$ cat config.mk
export PLATFORM = sky130hd
export DESIGN_NAME = obuf_drain_reader
export DESIGN_NICKNAME = d
export VERILOG_FILES = /design/src/rtl/obuf_drain_reader.sv
export SDC_FILE = /design/constraint.sdc
export NUM_CORES = 1
export LEC_CHECK = 0
export ABC_CLOCK_PERIOD_IN_PS = 3900
export CAP_MARGIN = 15
export CELL_PAD_IN_SITES_DETAIL_PLACEMENT = 1
export CELL_PAD_IN_SITES_GLOBAL_PLACEMENT = 2
export CORE_ASPECT_RATIO = 1.1
export CORE_MARGIN = 8
export CORE_UTILIZATION = 34
export DETAILED_ROUTE_END_ITERATION = 8
export PLACE_DENSITY = 0.83
export RECOVER_POWER = 50
export SLEW_MARGIN = 30
export SYNTH_ARGS = -nofsm -noshare
export SYNTH_HDL_FRONTEND = slang
export SYNTH_SLANG_ARGS = --single-unit
$ cat constraint.sdc
create_clock -name clock -period 3.9 [get_ports clock]
set_input_delay 0.78 -clock clock [delete_from_list [all_inputs] [get_ports clock]]
set_output_delay 0.78 -clock clock [all_outputs]
set_load 0.05 [all_outputs]
$ cat src/rtl/obuf_drain_reader.sv
// obuf_drain_reader: walks the output-buffer SRAM read port and streams the words out over valid/ready
module obuf_drain_reader #(
  parameter int ADDR_WIDTH = 7,
  parameter int DATA_WIDTH = 32,
  parameter int FIFO_DEPTH = 2
) (
  input  logic                  clock,
  input  logic                  reset,
  input  logic                  start,
  input  logic [ADDR_WIDTH-1:0] StartAddress,
  input  logic [ADDR_WIDTH:0]   WordCount,
  output logic [ADDR_WIDTH-1:0] ReadAddress,
  input  logic [DATA_WIDTH-1:0] ReadBus,
  output logic [DATA_WIDTH-1:0] OutData,
  output logic                  OutValid,
  input  logic                  OutReady,
  output logic                  Busy,
  output logic                  Done
);
  localparam int CW = $clog2(FIFO_DEPTH + 1);
  localparam int PW = $clog2(FIFO_DEPTH);
  localparam logic [ADDR_WIDTH:0] ONE = (ADDR_WIDTH + 1)'(1);
  typedef enum logic [1:0] {IDLE, ISSUE, DRAIN, FINISH} state_t;
  state_t r_state, w_next;
  logic [ADDR_WIDTH:0] r_remaining, w_left;
  logic [ADDR_WIDTH-1:0] r_next_addr, r_read_addr, w_addr;
  logic r_inflight, r_busy, r_done;
  logic [DATA_WIDTH-1:0] r_mem [FIFO_DEPTH];
  logic [PW-1:0] r_wptr, r_rptr;
  logic [CW-1:0] r_count;
  logic w_pop, w_room, w_issue;
  assign ReadAddress = r_read_addr;
  assign OutValid = r_count != '0;
  assign OutData = r_mem[r_rptr];
  assign Busy = r_busy;
  assign Done = r_done;
  assign w_pop = OutValid & OutReady;
  // A pop this cycle frees a slot for the word that lands next cycle, which keeps 1 word/clock.
  assign w_room = (r_count + CW'(r_inflight)) < (CW'(FIFO_DEPTH) + CW'(w_pop));
  // The first read goes out on the same edge the start is accepted.
  assign w_addr = (r_state == IDLE) ? StartAddress : r_next_addr;
  assign w_left = ((r_state == IDLE) ? WordCount : r_remaining) - ONE;
  // Next-state and read-issue decision
  always_comb begin
    w_next = r_state;
    w_issue = 1'b0;
    case (r_state)
      IDLE: begin
        w_issue = start && (WordCount != '0);
        w_next = !start ? IDLE : (WordCount == '0) ? FINISH : (WordCount == ONE) ? DRAIN : ISSUE;
      end
      ISSUE: begin
        w_issue = w_room;
        w_next = (w_room && r_remaining == ONE) ? DRAIN : ISSUE;
      end
      DRAIN: w_next = (!r_inflight && r_count == '0) ? FINISH : DRAIN;
      default: w_next = IDLE;
    endcase
  end
  // Sequencer state, read address generation and status flags
  always_ff @(posedge clock or posedge reset) begin
    if (reset) begin
      r_state <= IDLE;
      r_remaining <= '0;
      r_next_addr <= '0;
      r_read_addr <= '0;
      r_inflight <= 1'b0;
      r_busy <= 1'b0;
      r_done <= 1'b0;
    end else begin
      r_state <= w_next;
      r_inflight <= w_issue;
      r_done <= r_state == FINISH;
      r_busy <= (r_state == IDLE) ? start : (r_state != FINISH);
      if (w_issue) begin
        r_read_addr <= w_addr;
        r_next_addr <= w_addr + ADDR_WIDTH'(1);
        r_remaining <= w_left;
      end
    end
  end
  // Skid FIFO: capture the word one edge after its address was registered
  always_ff @(posedge clock or posedge reset) begin
    if (reset) begin
      r_wptr <= '0;
      r_rptr <= '0;
      r_count <= '0;
      for (int i = 0; i < FIFO_DEPTH; i++) r_mem[i] <= '0;
    end else begin
      if (r_inflight) begin
        r_mem[r_wptr] <= ReadBus;
        r_wptr <= r_wptr + PW'(1);
      end
      if (w_pop) r_rptr <= r_rptr + PW'(1);
      r_count <= r_count + CW'(r_inflight) - CW'(w_pop);
    end
  end
endmodule

; Yosys cells after proc, flatten, opt, wreduce, memory -nomap -nowiden
; Cells that the tools add are included.
[word_totals]
ff_bits = 95
input_bits = 51
output_inout_bits = 42
elab_cells = 58
[classes]
add_sub_neg = 7
magnitude_cmp = 4
n_eq_ne = 6
muxes = 16
bitwise = 3
n_reduce_logical = 10
[op_table]
columns = operator, count
row1 = $mux 32, 4
row2 = $bwmux 64, 1
row3 = $demux 32 s1, 1
row4 = $eq 8x1->1 const B, 2
row5 = $logic_not 8->1, 1
row6 = $mux 2, 4
row7 = $mux 8, 1
row8 = $reduce_bool 8->1, 1
row9 = $sub 8x1->8 const B, 1
row10 = $add 7x1->7 const B, 1
row11 = $mux 7, 1
row12 = $pmux 2 s3, 1
row13 = $eq 2x2->1 const B, 2
row14 = $ge 2x2->1 const B, 2
row15 = $logic_and 1x1->1, 4
row16 = $logic_not 2->1, 2
row17 = $not 1->2, 2
row18 = $add 1x1->1 const B, 2
row19 = $add 2x1->2, 1
row20 = $add 2x1->2 const A, 1
row21 = $eq 2x1->1 const B, 1
row22 = $lt 2x1->1 const B, 1
row23 = $lt 2x2->1, 1
row24 = $mux 1, 2
row25 = other kinds (6), 6

; Logic depth before layout (Yosys ltp)
[logic_depth]
ltp_word = 7
depth_mapped = 12
ltp_nobuf = 10

; Worst setup path after synthesis
; Ideal clock, no wire load.
[synth_path]
kind = flip-flop to flip-flop
from = register r_state[0]
to = register r_remaining[6]
setup_time_ps = 134
t_arrival_ps = 2334
setup_slack_ps = 1432
stages_incl_launch_ff = 12
n_path_buf = 3
path_cell_list = dfrtp_1 > buf_6 > nor2_4 > buf_2 > buf_1 > mux2i_1 > ha_1 > nor2b_1 > mux2_2 > nand2b_1 > o221ai_1 > a22oi_1
[synth_via]
elab_chain_len = 3
word_cells_on_any_way = 5
[synth_rtl]
columns = item, line
row1 = from (decl), 24  ; state_t r_state, w_next;
row2 = from (signal assigned), 71  ; r_state <= w_next;
row3 = $logic_not 2->1, "42, 47"
row4 = $mux 8, 42  ; assign w_left = ((r_state == IDLE) ? WordCount : r_remaining) - ONE;
row5 = $sub 8x1->8, 42
row6 = to (signal assigned), 78  ; r_remaining <= w_left;
row7 = to (decl), 25  ; logic [ADDR_WIDTH:0] r_remaining, w_left;
; Parallel ways exist; a longest one is shown, timed or not.
; A chain may end at the register's enable or synchronous reset.

; Final worst setup path
[layout_path]
from = register r_rptr
to = output OutData[14]
[layout_via]
elab_chain_len = 4
[layout_rtl]
columns = item, line
row1 = from (decl), 29  ; logic [PW-1:0] r_wptr, r_rptr;
row2 = from (signal assigned), 94  ; if (w_pop) r_rptr <= r_rptr + PW'(1);
row3 = $not 1->2 (implied by the code), 34  ; assign OutData = r_mem[r_rptr];
row4 = $mux 32 (implied by the code) (3 in series), 34
row5 = to (decl), 14  ; output logic [DATA_WIDTH-1:0] OutData,
; No other way between the ends. The select of a mux whose other input is x is not followed.

==> results.yml <==
min_path:
  holdCritStartpoint: "ReadAddress[0]$_DFFE_PP0P_"
  min_to: "ReadAddress[0]$_DFFE_PP0P_"
  min_delay_path_depth: 1
  worst_hold_path_type: "reg -> reg"
synth:
  post-synth-top-area-cell: "dfrtp_1"
  ys_types: 58
  synth_top_flop_cell: "dfrtp_1"
  ys_top_cells_by_area: "dfrtp_1 50%, mux2_2 23%, nand2_1 2.4%"
  synth-seq-area-share_pct: 49.9
  mappedNetlistNets: 463
  post_synth_edffs: 0
  synth_cells: 407
  ys.warnings.count: 0
  synthDominantCellAreaShare_pct: 49.9
  synthesis.area_mm2: 0.00477
  ys_async_sr_fraction_pct: 100
  syn_area_per_cell_um2: 11.7
  yosys_register_bits: 95
cts:
  tritoncts.num_buffers: 9
  tritoncts_clock_tree: "built"
  clk_pin_slew_worst_paths_ns: 0.06
  root_buffer: "clkbuf_16"
  cts.repair_timing.setup_buffer_count: 0
  postCtsHoldBufs: 0
  cts_htree_levels: 3
  clock_insertion_delay_at_the_later_pin_of_the_skew_report_ns: 0.34
  cts-root-to-sink-buffers: 2
  post_cts.resized_instances: 0
  clock_sink_count: 95
final_layout:
  flow.area_growth_from_synthesis_pct: 29.2
  mostFrequentLayoutCell: "mux2_2"
  antenna_cells_inserted: 0
  post-route-cell-area_mm2: 0.00616
  layout-drive-gt1-share_pct: 26.4
  fin_nets: 550
  commonest_cells_after_routing_fill_and_taps_aside: "97 x mux2_2, 95 x dfrtp_1, 90 x clkdlybuf4s50_1"
die:
  floorplan.initialDensity_pct: 34.7
  floorplan.die_area_mm2: 0.0181
  die_w_um: 129
  chipHeight_um: 140
  num_io_pins: 93
  number_of_placement_rows: 45
  core_mm2: 0.0137
global_route:
  grt_pass1_vias: 3951
  gr-total-overflow: 0
  antenna_found_initial: 0
  grt_pass1_wl_um: 20700
  grt_max_degree: 50
  global_route.usage.total_pct: 14.3
sta:
  finalSetupViolations: 0
  worst_slew_pin_slew_ns: 2.10
  final.period_utilization_pct: 76.2
  final.setup_skew_ns: 0.00556
  finalHoldViolations: 0
  holdWs_ns: 0.487
  relSlewSlack_pct: -41.1
  clock.fmax_ghz: 0.336
  grt_setup_unrepaired: "no"
  setup-tns-final_ns: 0
  report.final.slew_viol_count: 95
  layout_min_cycle_time_ns: 2.97
drt:
  drt_first_pass_iters: 4
  drtAntennaViolNets: 0
  via_per_inst: 5.14
  via_count: 3522
  routedWlPerCell_um: 18.1
  drc_violation_count_after_routing: 0
  drtIter0Drc: 118
  routed_wirelength_um: 12400
outcome:
  status: "complete, but fails checks"
  failed_checks: "capacitance limit, slew limit"
worst_setup_path:
  r2r_start: "r_state[1]$_DFF_PP0_"
  critical_path.top_delay_family: "buffers and inverters"
  critPathMaxFanout: 33
  r2r_setup_slack_ns: 1.03
  reg2regPathDepth: 5
  worst_ep_required_time_ns: 3.12
  endpoint_kind: "primary output"
  startpoint_type: "register"
  crit_path_cell_trace: "buf_4, mux2_2, clkdlybuf4s50_1"
  critical-path-max-stage-delay_ns: 0.71
  crit_type: "reg -> out"
  worst_ep_arrival_time_ns: 2.19
  worst-path-buf-inv: 2
  critical_path.slowest_cell: "clkdlybuf4s50_1"
  worst_r2r_endpoint: "r_remaining[7]$_DFFE_PP0P_"
place:
  gp_routability_congestion: 0.827
  post_dp_hpwl_um: 8830
  dpl-instance-area_mm2: 0.00589
  portBuffers: 92
job:
  maxCapViolCount: 3
-- metrics by stage --
stage | setup slack, ns | std cells | utilization [%]
after floorplan | 0.643 | 407 | -
after global placement | 0.771 | 670 | 42.7
after detailed placement | 0.713 | 671 | 42.9
after CTS | 0.876 | 685 | 44.9
after global routing | 0.785 | 685 | 44.8
final | 0.927 | 685 | 44.8
-- Yosys cell counts (2+ instances only) --
library cell,instances
clkbuf_1,7
o21ai_0,6
inv_1,11
and2_1,5
a31oi_1,6
nor4_2,2
nand2b_1,4
nor3_1,6
o31ai_1,3
nor2b_1,3
nand3b_1,2
ha_1,5
mux2_2,97
nand2_1,31
buf_2,9
a21oi_1,19
buf_6,4
mux2i_1,7
o211ai_1,6
buf_1,4
dfrtp_1,95
nor4_1,7
xor2_1,4
o21ai_1,7
nor2_1,20
nand3_1,5
-- worst reg2reg max path, stage by stage (launching register included) --
cell and delay (ns):
dfrtp_1 0.80, or2_1 0.79, a21oi_1 0.34, or4_4 0.60, o21ai_1 0.14, a21oi_1 0.08
-- registers in the layout, indices dropped and copies added (netlist names), 2 cells and up --
name,cells
ReadAddress,7
r_count,2
r_mem,64
r_next_addr,7
r_remaining,8
r_state,2
-- per-layer routing --
layer | vias to the layer above | GRT usage, % | share of wire, %
met1 | 1799 | 17.7 | 45
met4 | 0 | 4.95 | 1.3
met5 | - | 0 | 0
met2 | 82 | 23.9 | 49
li1 | 1632 | - | -
met3 | 9 | 3.08 | 4.8
-- kinds of logic (layout without fill, tap and decap cells) --
kind of cell | after synthesis | in the layout | share of synthesized area [%]
mux | 106 | 106 | 24.9
simple gates | 96 | 96 | 10.5
flops | 95 | 95 | 49.9
compound gates | 64 | 64 | 8.77
buf+inv | 36 | 126 | 3.70
fa+ha+maj | 5 | 5 | 1.31
xor+xnor | 5 | 5 | 0.919
-- worst max-delay path by stage --
stage	endpoint	from	slack [ns]	cells past startpoint
detailed placement	r_next_addr[6]$_DFFE_PP0P_	OutReady	0.71	11
CTS	OutData[11]	r_rptr$_DFFE_PP0N_	0.88	3
floorplan	Busy$_DFF_PP0_	reset	0.64	1
global placement	r_next_addr[6]$_DFFE_PP0P_	OutReady	0.77	11
finish	OutData[14]	r_rptr$_DFFE_PP0N_	0.93	3
global route	r_next_addr[6]$_DFFE_PP0P_	OutReady	0.79	11
-- cell type report --
type                    count  area, µm²
clock buffers              10        229
clock inverters             4       48.8
fillers                  1530       7580
inverters                  12       46.3
multi-input cells         276       2210
flip-flops and latches     95       2380
well taps                 188        235
repair buffers            100       1010
Power is left out: the tool's default activity adds up to more than one toggle a clock period on the data nets, which glitch-free logic cannot reach.
